$ cat src/rtl/seq_mult_pkg.sv
`timescale 1ns/1ps
// seq_mult_pkg: state type, state encodings and counter sizing shared by the multiplier files.
// Latency: n/a (types and constants only).
// Backpressure: n/a.
package seq_mult_pkg;

  // State encodings, kept explicit so waveform values stay stable across builds.
  localparam logic [1:0] ST_IDLE = 2'd0;
  localparam logic [1:0] ST_CALC = 2'd1;
  localparam logic [1:0] ST_FIX  = 2'd2;
  localparam logic [1:0] ST_FIN  = 2'd3;

  typedef enum logic [1:0] {
    IDLE = ST_IDLE,
    CALC = ST_CALC,
    FIX  = ST_FIX,
    FIN  = ST_FIN
  } state_t;

  // Step counter width: must be able to hold WIDTH itself after the last increment.
  function automatic int cnt_w(input int width);
    return $clog2(width + 1);
  endfunction

endpackage

$ cat src/rtl/seq_mult_dp.sv
`timescale 1ns/1ps
// seq_mult_dp: M/Q/A registers, shift-add step, sign handling and result register.
// Latency: each enable takes effect on the next rising edge; result updates on commit.
// Backpressure: none; obeys the load/step/negate/commit enables from the control unit.
module seq_mult_dp
  import seq_mult_pkg::*;
#(
  parameter int WIDTH = 8
) (
  input  logic                 clk,
  input  logic                 rst,
  input  logic                 load,
  input  logic                 step,
  input  logic                 negate,
  input  logic                 commit,
  input  logic [WIDTH-1:0]     x,
  input  logic [WIDTH-1:0]     y,
  input  logic                 sgn,
  output logic [2*WIDTH-1:0]   result
);

  // M: multiplicand magnitude, Q: multiplier magnitude (low product half at the end),
  // A: accumulator with one guard bit that catches the carry of A+M.
  logic [WIDTH-1:0]   m_q;
  logic [WIDTH-1:0]   q_q;
  logic [WIDTH:0]     a_q;
  logic               neg_q;

  logic [WIDTH-1:0]   x_abs;
  logic [WIDTH-1:0]   y_abs;
  logic               neg_in;
  logic [WIDTH:0]     sum;
  logic [2*WIDTH-1:0] prod;
  logic [2*WIDTH-1:0] prod_neg;

  // Operand magnitudes, partial sum and the two's-complement of the finished product.
  always_comb begin
    x_abs  = x;
    y_abs  = y;
    neg_in = 1'b0;
    if (sgn) begin
      // Negating the most negative value yields 2^(WIDTH-1), which is the correct
      // unsigned magnitude, so no special case is needed.
      if (x[WIDTH-1]) x_abs = '0 - x;
      if (y[WIDTH-1]) y_abs = '0 - y;
      neg_in = x[WIDTH-1] ^ y[WIDTH-1];
    end
    // A always has a clear guard bit before the add, so A+M never overflows WIDTH+1 bits.
    sum      = q_q[0] ? (a_q + {1'b0, m_q}) : a_q;
    prod     = {a_q[WIDTH-1:0], q_q};
    prod_neg = '0 - prod;
  end

  // Operand capture, one shift-add step per cycle, and the optional final negate.
  always_ff @(posedge clk or posedge rst) begin
    if (rst) begin
      m_q   <= '0;
      q_q   <= '0;
      a_q   <= '0;
      neg_q <= 1'b0;
    end else if (load) begin
      m_q   <= x_abs;
      q_q   <= y_abs;
      a_q   <= '0;
      neg_q <= neg_in;
    end else if (step) begin
      // Shift {sum, Q} right by one: sum's carry drops back into A, sum[0] enters Q.
      a_q <= {1'b0, sum[WIDTH:1]};
      q_q <= {sum[0], q_q[WIDTH-1:1]};
    end else if (negate && neg_q) begin
      // A zero product negates to zero, so a set sign flag on 0 is harmless.
      a_q <= {1'b0, prod_neg[2*WIDTH-1:WIDTH]};
      q_q <= prod_neg[WIDTH-1:0];
    end
  end

  // Result register: samples the finished product on commit and holds it otherwise.
  // A load on the same edge does not disturb it because commit reads the old A/Q.
  always_ff @(posedge clk or posedge rst) begin
    if (rst) begin
      result <= '0;
    end else if (commit) begin
      result <= prod;
    end
  end

endmodule

$ cat src/rtl/seq_multiplier.sv
`timescale 1ns/1ps
// seq_multiplier: shift-add multiplier control unit; SEQ_MULT_SIGNED_EN adds sgn port and FIX state.
// Latency: DONE/result WIDTH+1 edges after the accepting edge (WIDTH+2 with SEQ_MULT_SIGNED_EN).
// Backpressure: start is taken only in IDLE or FIN; start while busy is dropped, not queued.
module seq_multiplier
  import seq_mult_pkg::*;
#(
  parameter int WIDTH = 8
) (
  input  logic                 clk,
  input  logic                 RESET,
  input  logic                 start,
  input  logic [WIDTH-1:0]     x,
  input  logic [WIDTH-1:0]     y,
`ifdef SEQ_MULT_SIGNED_EN
  input  logic                 sgn,
`endif
  output logic                 busy,
  output logic                 DONE,
  output logic [2*WIDTH-1:0]   result
);

  localparam int              CNT_W     = cnt_w(WIDTH);
  localparam logic [CNT_W-1:0] LAST_STEP = CNT_W'(WIDTH - 1);

  state_t           state;
  state_t           state_next;
  logic [CNT_W-1:0] cnt;
  logic             load;
  logic             step;
  logic             negate;
  logic             commit;
  logic             busy_next;
  logic             op_sgn;

`ifdef SEQ_MULT_SIGNED_EN
  assign op_sgn = sgn;
`else
  assign op_sgn = 1'b0;
`endif

  // Next-state and datapath enables; FIN both commits the product and may accept a new op.
  always_comb begin
    state_next = state;
    load       = 1'b0;
    step       = 1'b0;
    negate     = 1'b0;
    commit     = 1'b0;
    case (state)
      IDLE: begin
        if (start) begin
          load       = 1'b1;
          state_next = CALC;
        end
      end
      CALC: begin
        step = 1'b1;
        if (cnt == LAST_STEP) begin
`ifdef SEQ_MULT_SIGNED_EN
          state_next = FIX;
`else
          state_next = FIN;
`endif
        end
      end
`ifdef SEQ_MULT_SIGNED_EN
      FIX: begin
        // Taken for every op, signed or not, so latency does not depend on sgn.
        negate     = 1'b1;
        state_next = FIN;
      end
`endif
      FIN: begin
        commit = 1'b1;
        if (start) begin
          load       = 1'b1;
          state_next = CALC;
        end else begin
          state_next = IDLE;
        end
      end
      default: begin
        state_next = IDLE;
      end
    endcase
    busy_next = (state_next == CALC) || (state_next == FIX);
  end

  // State register plus registered busy/DONE so no input reaches an output combinationally.
  always_ff @(posedge clk or posedge RESET) begin
    if (RESET) begin
      state <= IDLE;
      busy  <= 1'b0;
      DONE  <= 1'b0;
    end else begin
      state <= state_next;
      busy  <= busy_next;
      // DONE rises together with the committed result, one edge after FIN is entered.
      DONE  <= commit;
    end
  end

  // Step counter: cleared on every accept, advanced once per shift-add step.
  always_ff @(posedge clk or posedge RESET) begin
    if (RESET) begin
      cnt <= '0;
    end else if (load) begin
      cnt <= '0;
    end else if (step) begin
      cnt <= cnt + CNT_W'(1);
    end
  end

  seq_mult_dp #(
    .WIDTH (WIDTH)
  ) u_dp (
    .clk    (clk),
    .rst    (RESET),
    .load   (load),
    .step   (step),
    .negate (negate),
    .commit (commit),
    .x      (x),
    .y      (y),
    .sgn    (op_sgn),
    .result (result)
  );

endmodule

$ cat config.mk
export PLATFORM = sky130hd
export DESIGN_NAME = seq_multiplier
export DESIGN_NICKNAME = d
export VERILOG_FILES = /design/src/rtl/seq_mult_pkg.sv /design/src/rtl/seq_mult_dp.sv /design/src/rtl/seq_multiplier.sv
export SDC_FILE = /design/constraint.sdc
export NUM_CORES = 1
export LEC_CHECK = 0
export ABC_AREA = 1
export BUFFER_PORTS_ARGS = -buffer_cell sky130_fd_sc_hd__buf_2
export CAP_MARGIN = 20
export CELL_PAD_IN_SITES_DETAIL_PLACEMENT = 0
export CELL_PAD_IN_SITES_GLOBAL_PLACEMENT = 1
export CORE_MARGIN = 10
export CORE_UTILIZATION = 38
export CTS_CLUSTER_DIAMETER = 50
export CTS_CLUSTER_SIZE = 28
export DETAILED_ROUTE_END_ITERATION = 8
export MAX_ROUTING_LAYER = met4
export PLACE_DENSITY_LB_ADDON = 0.15
export SLEW_MARGIN = 40
export SYNTH_ARGS = -nofsm -noshare
export SYNTH_HDL_FRONTEND = slang
export SYNTH_SLANG_ARGS = --single-unit
$ cat constraint.sdc
create_clock -name clk -period 1.5 [get_ports clk]
set_input_delay 0.45 -clock clk [delete_from_list [all_inputs] [get_ports clk]]
set_output_delay 0.45 -clock clk [all_outputs]
set_load 0.01 [all_outputs]
==> impl_summary.md <==
Final layout
At the end of the flow the core is filled with cells to between 50% and 60%. The ratio of cells with drive above 1 in the final layout is about a third. The count of antenna diodes in the layout is 0. The count of nets after finishing is 396. From synthesis to final layout, the design area changed by 32.6%. The finished layout cell area is 0.00321 mm2.

Route
Wires add up to 5750 um. For this run, the detailed router's first-pass iteration total came to 4. The via count is 1986. The count of routing violations after the opening detailed-route iteration is 60. The average via count per standard cell is roughly 4.5.

The average wire length per cell after detail routing is 13.1 um. The count of nets left with antenna violations once routing finished came out at 0. For this run, design rule violations remaining after detail routing come to 0.

CTS
The longest clock path from root to sink contains 2 buffers. CTS placed an instance of sky130_fd_sc_hd__clkbuf_8 at the clock tree root. Clock tree synthesis inserted a total of 5 buffers. The clock input transition at the sequential cells of the worst setup and hold paths is around 0.10 ns.

The TritonCTS clock tree is done. The insertion delay to the later sink of the worst-skew pair is 0.31 ns. The H-tree level count is 2. CTS saw 48 sinks.

Power
The standby leakage power is 1.65 nW. The power density over the cells is ~2300 mW/mm2. The maximum resistive drop on vdd is roughly 0.91 mV.

Synth
The cell area after synthesis is around 0.0024 mm2. The synthesized design contains 48 register bits. A synthesized cell averages 8.18 um2. The async set or reset register ratio after synthesis is 100%. The Yosys step of the flow raised 0 warnings.

Counting distinct cell types in the post-synthesis netlist gives 27. The number of nets in the synthesized netlist is 330. The number of enable-type register cells in the synthesized netlist is 0. The dominant synthesized flop cell is sky130_fd_sc_hd__dfrtp_1. The sequential-to-total area share from yosys stat is between 40% and 50%. Synthesis handed over a netlist of slightly below 300 instances.

Timing
The final period utilization is 107%. For the final routed database, the setup TNS stands at -0.198 ns. Clock skew on the completed layout was measured at 0.00974 ns. After layout, the worst setup slack is -0.100 ns. The worst slew slack as a fraction of its limit is 79.4%. The final critical delay including setup and external delays is 1.60 ns. The final count of pins violating max slew was 0. Setup repair after global routing could not meet its margin everywhere. The number of failing hold endpoints at the final stage was 0. Derived from the worst setup path, the maximum achievable clock frequency is 625 MHz. The final-report setup violation count is 4. The actual slew at the worst max-slew pin is 0.310 ns.

Floorplanning
The core region area is 0.00628 mm2. Once the floorplan was initialized, standard cells occupied slightly below 40% of the core. After floorplanning, the core was divided into 29 placement rows.

The x dimension of the die is about 100 um. Pin placement for this block handled 37 I/O pins. The area of the die is 0.00996 mm2. The die is 99.8 um tall.

Outcome
The checks that failed: setup timing. The run finished, with violations left.

Placed design
Routability-driven placement finished with a final weighted congestion of 0.795. Once placement finished, the instance area stood at about 0.0029 mm2. The count of input and output buffers is 36. The wire-length estimate of the detail-placed layout is 4210 um.

Min path
The worst hold path class is in2async.

Critical path
The worst setup path is of the reg2reg kind. Data on the critical path arrives at its endpoint at about 1.9 ns. The largest fanout on the critical path is 3. The critical path launch point type is a flip-flop. The sort of element at the end of the critical path is a flip-flop. The data required time of the worst path is about 1.8 ns.

Global route
The overall routing resource usage is 12.1%. The number of global-route vias before repair is 2049. The final global-route overflow total is 0. Entering global routing, the biggest net connects 49 pins.

The global-route wire length before repair is around 9700 um. The number of antenna violations at the first check in global routing is 0.

Run
The max-cap check violation count is 0.
[stage by stage]
stage | setup WS [ns] | std cells | hold WS, ns | power (mW)
floorplan | -0.0844 | 296 | 0.446 | 4.60
global route | -0.172 | 440 | 0.210 | 8.18
finish | -0.100 | 440 | 0.187 | 7.45
global placement | -0.0834 | 430 | 0.448 | 5.88
CTS | -0.0832 | 439 | 0.202 | 6.95
detailed placement | -0.124 | 430 | 0.453 | 5.94
[path summary, 6_finish.rpt]
check / startpoint / end / slack, ns / cells after the start
min: RESET / u_dp.result[6] / 0.19 / 3
min in group clk: x[7] / u_dp.m_q[7] / 0.34 / 3
max: u_dp.a_q[0] / u_dp.a_q[3] / -0.10 / 11
min reg2reg: u_dp.result[14] / u_dp.result[14] / 0.47 / 2
max in group asynchronous: RESET / u_dp.m_q[0] / 1.09 / 3
max reg2reg: u_dp.a_q[0] / u_dp.a_q[3] / -0.10 / 11
[where the power goes]
| group | switching, mW | total (mW) | internal (mW) | leakage, nW |
|---|---|---|---|---|
| Sequential | 0.372 | 2.24 | 1.87 | 0.610 |
| Combinational | 2.39 | 4.38 | 1.99 | 0.999 |
| Clock | 0.460 | 0.834 | 0.374 | 0.0434 |
| Total | 3.22 | 7.45 | 4.23 | 1.65 |
[cell usage after synthesis (2+ instances only)]
| master | instances | share of area [%] |
|---|---|---|
| sky130_fd_sc_hd__inv_2 | 3 | 0.47 |
| sky130_fd_sc_hd__clkbuf_1 | 3 | 0.47 |
| sky130_fd_sc_hd__a21oi_1 | 9 | 1.9 |
| sky130_fd_sc_hd__o21ai_0 | 15 | 3.1 |
| sky130_fd_sc_hd__buf_6 | 2 | 0.93 |
| sky130_fd_sc_hd__inv_1 | 26 | 4.0 |
| sky130_fd_sc_hd__nor2_1 | 16 | 2.5 |
| sky130_fd_sc_hd__buf_4 | 2 | 0.62 |
| sky130_fd_sc_hd__o22ai_1 | 2 | 0.52 |
| sky130_fd_sc_hd__or2_2 | 3 | 0.78 |
| sky130_fd_sc_hd__nand3_1 | 13 | 2.7 |
| sky130_fd_sc_hd__ha_1 | 14 | 7.2 |
| sky130_fd_sc_hd__o211ai_1 | 6 | 1.9 |
| sky130_fd_sc_hd__dfrtp_1 | 48 | 50 |
| sky130_fd_sc_hd__nand2_1 | 122 | 19 |
[cell families (layout without fill, tap and decap cells)]
| logic type | count (synthesis) | count (layout) | synth area share (%) |
|---|---|---|---|
| AOI/OAI and AO/OA | 36 | 36 | 8.79 |
| xor gates and xnor gates | 1 | 1 | 0.362 |
| adders and majority gates | 15 | 15 | 8.07 |
| buffers and inverters | 37 | 104 | 6.72 |
| DFF | 48 | 48 | 49.6 |
| and+or+nand+nor | 159 | 159 | 26.4 |
[sequential cells by signal, summed over array words and instances (netlist names)]
register,flops
cnt,4
u_dp.q_q,8
state,2
u_dp.m_q,8
u_dp.a_q,8
busy,1
DONE,1
u_dp.result,16
[critical path, stage by stage, from the launching register on]
cell and delay (ns):
sky130_fd_sc_hd__dfrtp_1 0.37, sky130_fd_sc_hd__ha_2 0.19, sky130_fd_sc_hd__inv_2 0.04, sky130_fd_sc_hd__fa_2 0.34, sky130_fd_sc_hd__inv_2 0.06, sky130_fd_sc_hd__nand2_2 0.04, sky130_fd_sc_hd__nand2_2 0.07, sky130_fd_sc_hd__nand2_2 0.07
sky130_fd_sc_hd__or2_4 0.22, sky130_fd_sc_hd__nand3_2 0.05, sky130_fd_sc_hd__nand2_1 0.04, sky130_fd_sc_hd__nand2_1 0.05
[cells in the final DEF, fill, tap and decap left out, types with 5 or more instances in the layout]
| cell | synthesis | final |
|---|---|---|
| sky130_fd_sc_hd__nand2_1 | 122 | 114 |
| sky130_fd_sc_hd__dfrtp_1 | 48 | 48 |
| sky130_fd_sc_hd__buf_2 | 1 | 36 |
| sky130_fd_sc_hd__buf_4 | 2 | 27 |
| sky130_fd_sc_hd__inv_1 | 26 | 22 |
| sky130_fd_sc_hd__nor2_1 | 16 | 13 |
| sky130_fd_sc_hd__o21ai_0 | 15 | 10 |
| sky130_fd_sc_hd__a21oi_1 | 9 | 8 |
| sky130_fd_sc_hd__ha_4 | 0 | 8 |
| sky130_fd_sc_hd__nand2_2 | 1 | 7 |
| sky130_fd_sc_hd__nand3_1 | 13 | 7 |
| sky130_fd_sc_hd__inv_2 | 3 | 6 |
| sky130_fd_sc_hd__o211ai_1 | 6 | 6 |
| sky130_fd_sc_hd__clkbuf_8 | 0 | 6 |
| sky130_fd_sc_hd__o21ai_1 | 0 | 5 |
| sky130_fd_sc_hd__nand3_2 | 0 | 5 |
| sky130_fd_sc_hd__ha_1 | 14 | 5 |
[layout make-up]
class,instances,area (um2)
tap,77,96.3
multi-input combinational,211,1260
timing repair buffer,67,437
clock buffer,6,82.6
sequential,48,1200
fill,628,3070
clock inverter,2,15.0
inverter,29,113
[what timing repair did]
item	4_1_cts	5_1_grt
resized for setup	11	33
hold buffers	0	0
pin swaps	4	21
setup buffers	1	1
setup endpoints to repair	8	18
[routing by layer]
layer	global-route usage (%)	vias to the layer above	share of wire (%)
li1	-	1063	-
met1	15.9	888	51
met2	18.1	28	44
met3	3.16	7	4.1
met4	3.42	0	1.2
met5	-	-	0
No activity file was read; power rests on OpenSTA's default activity.
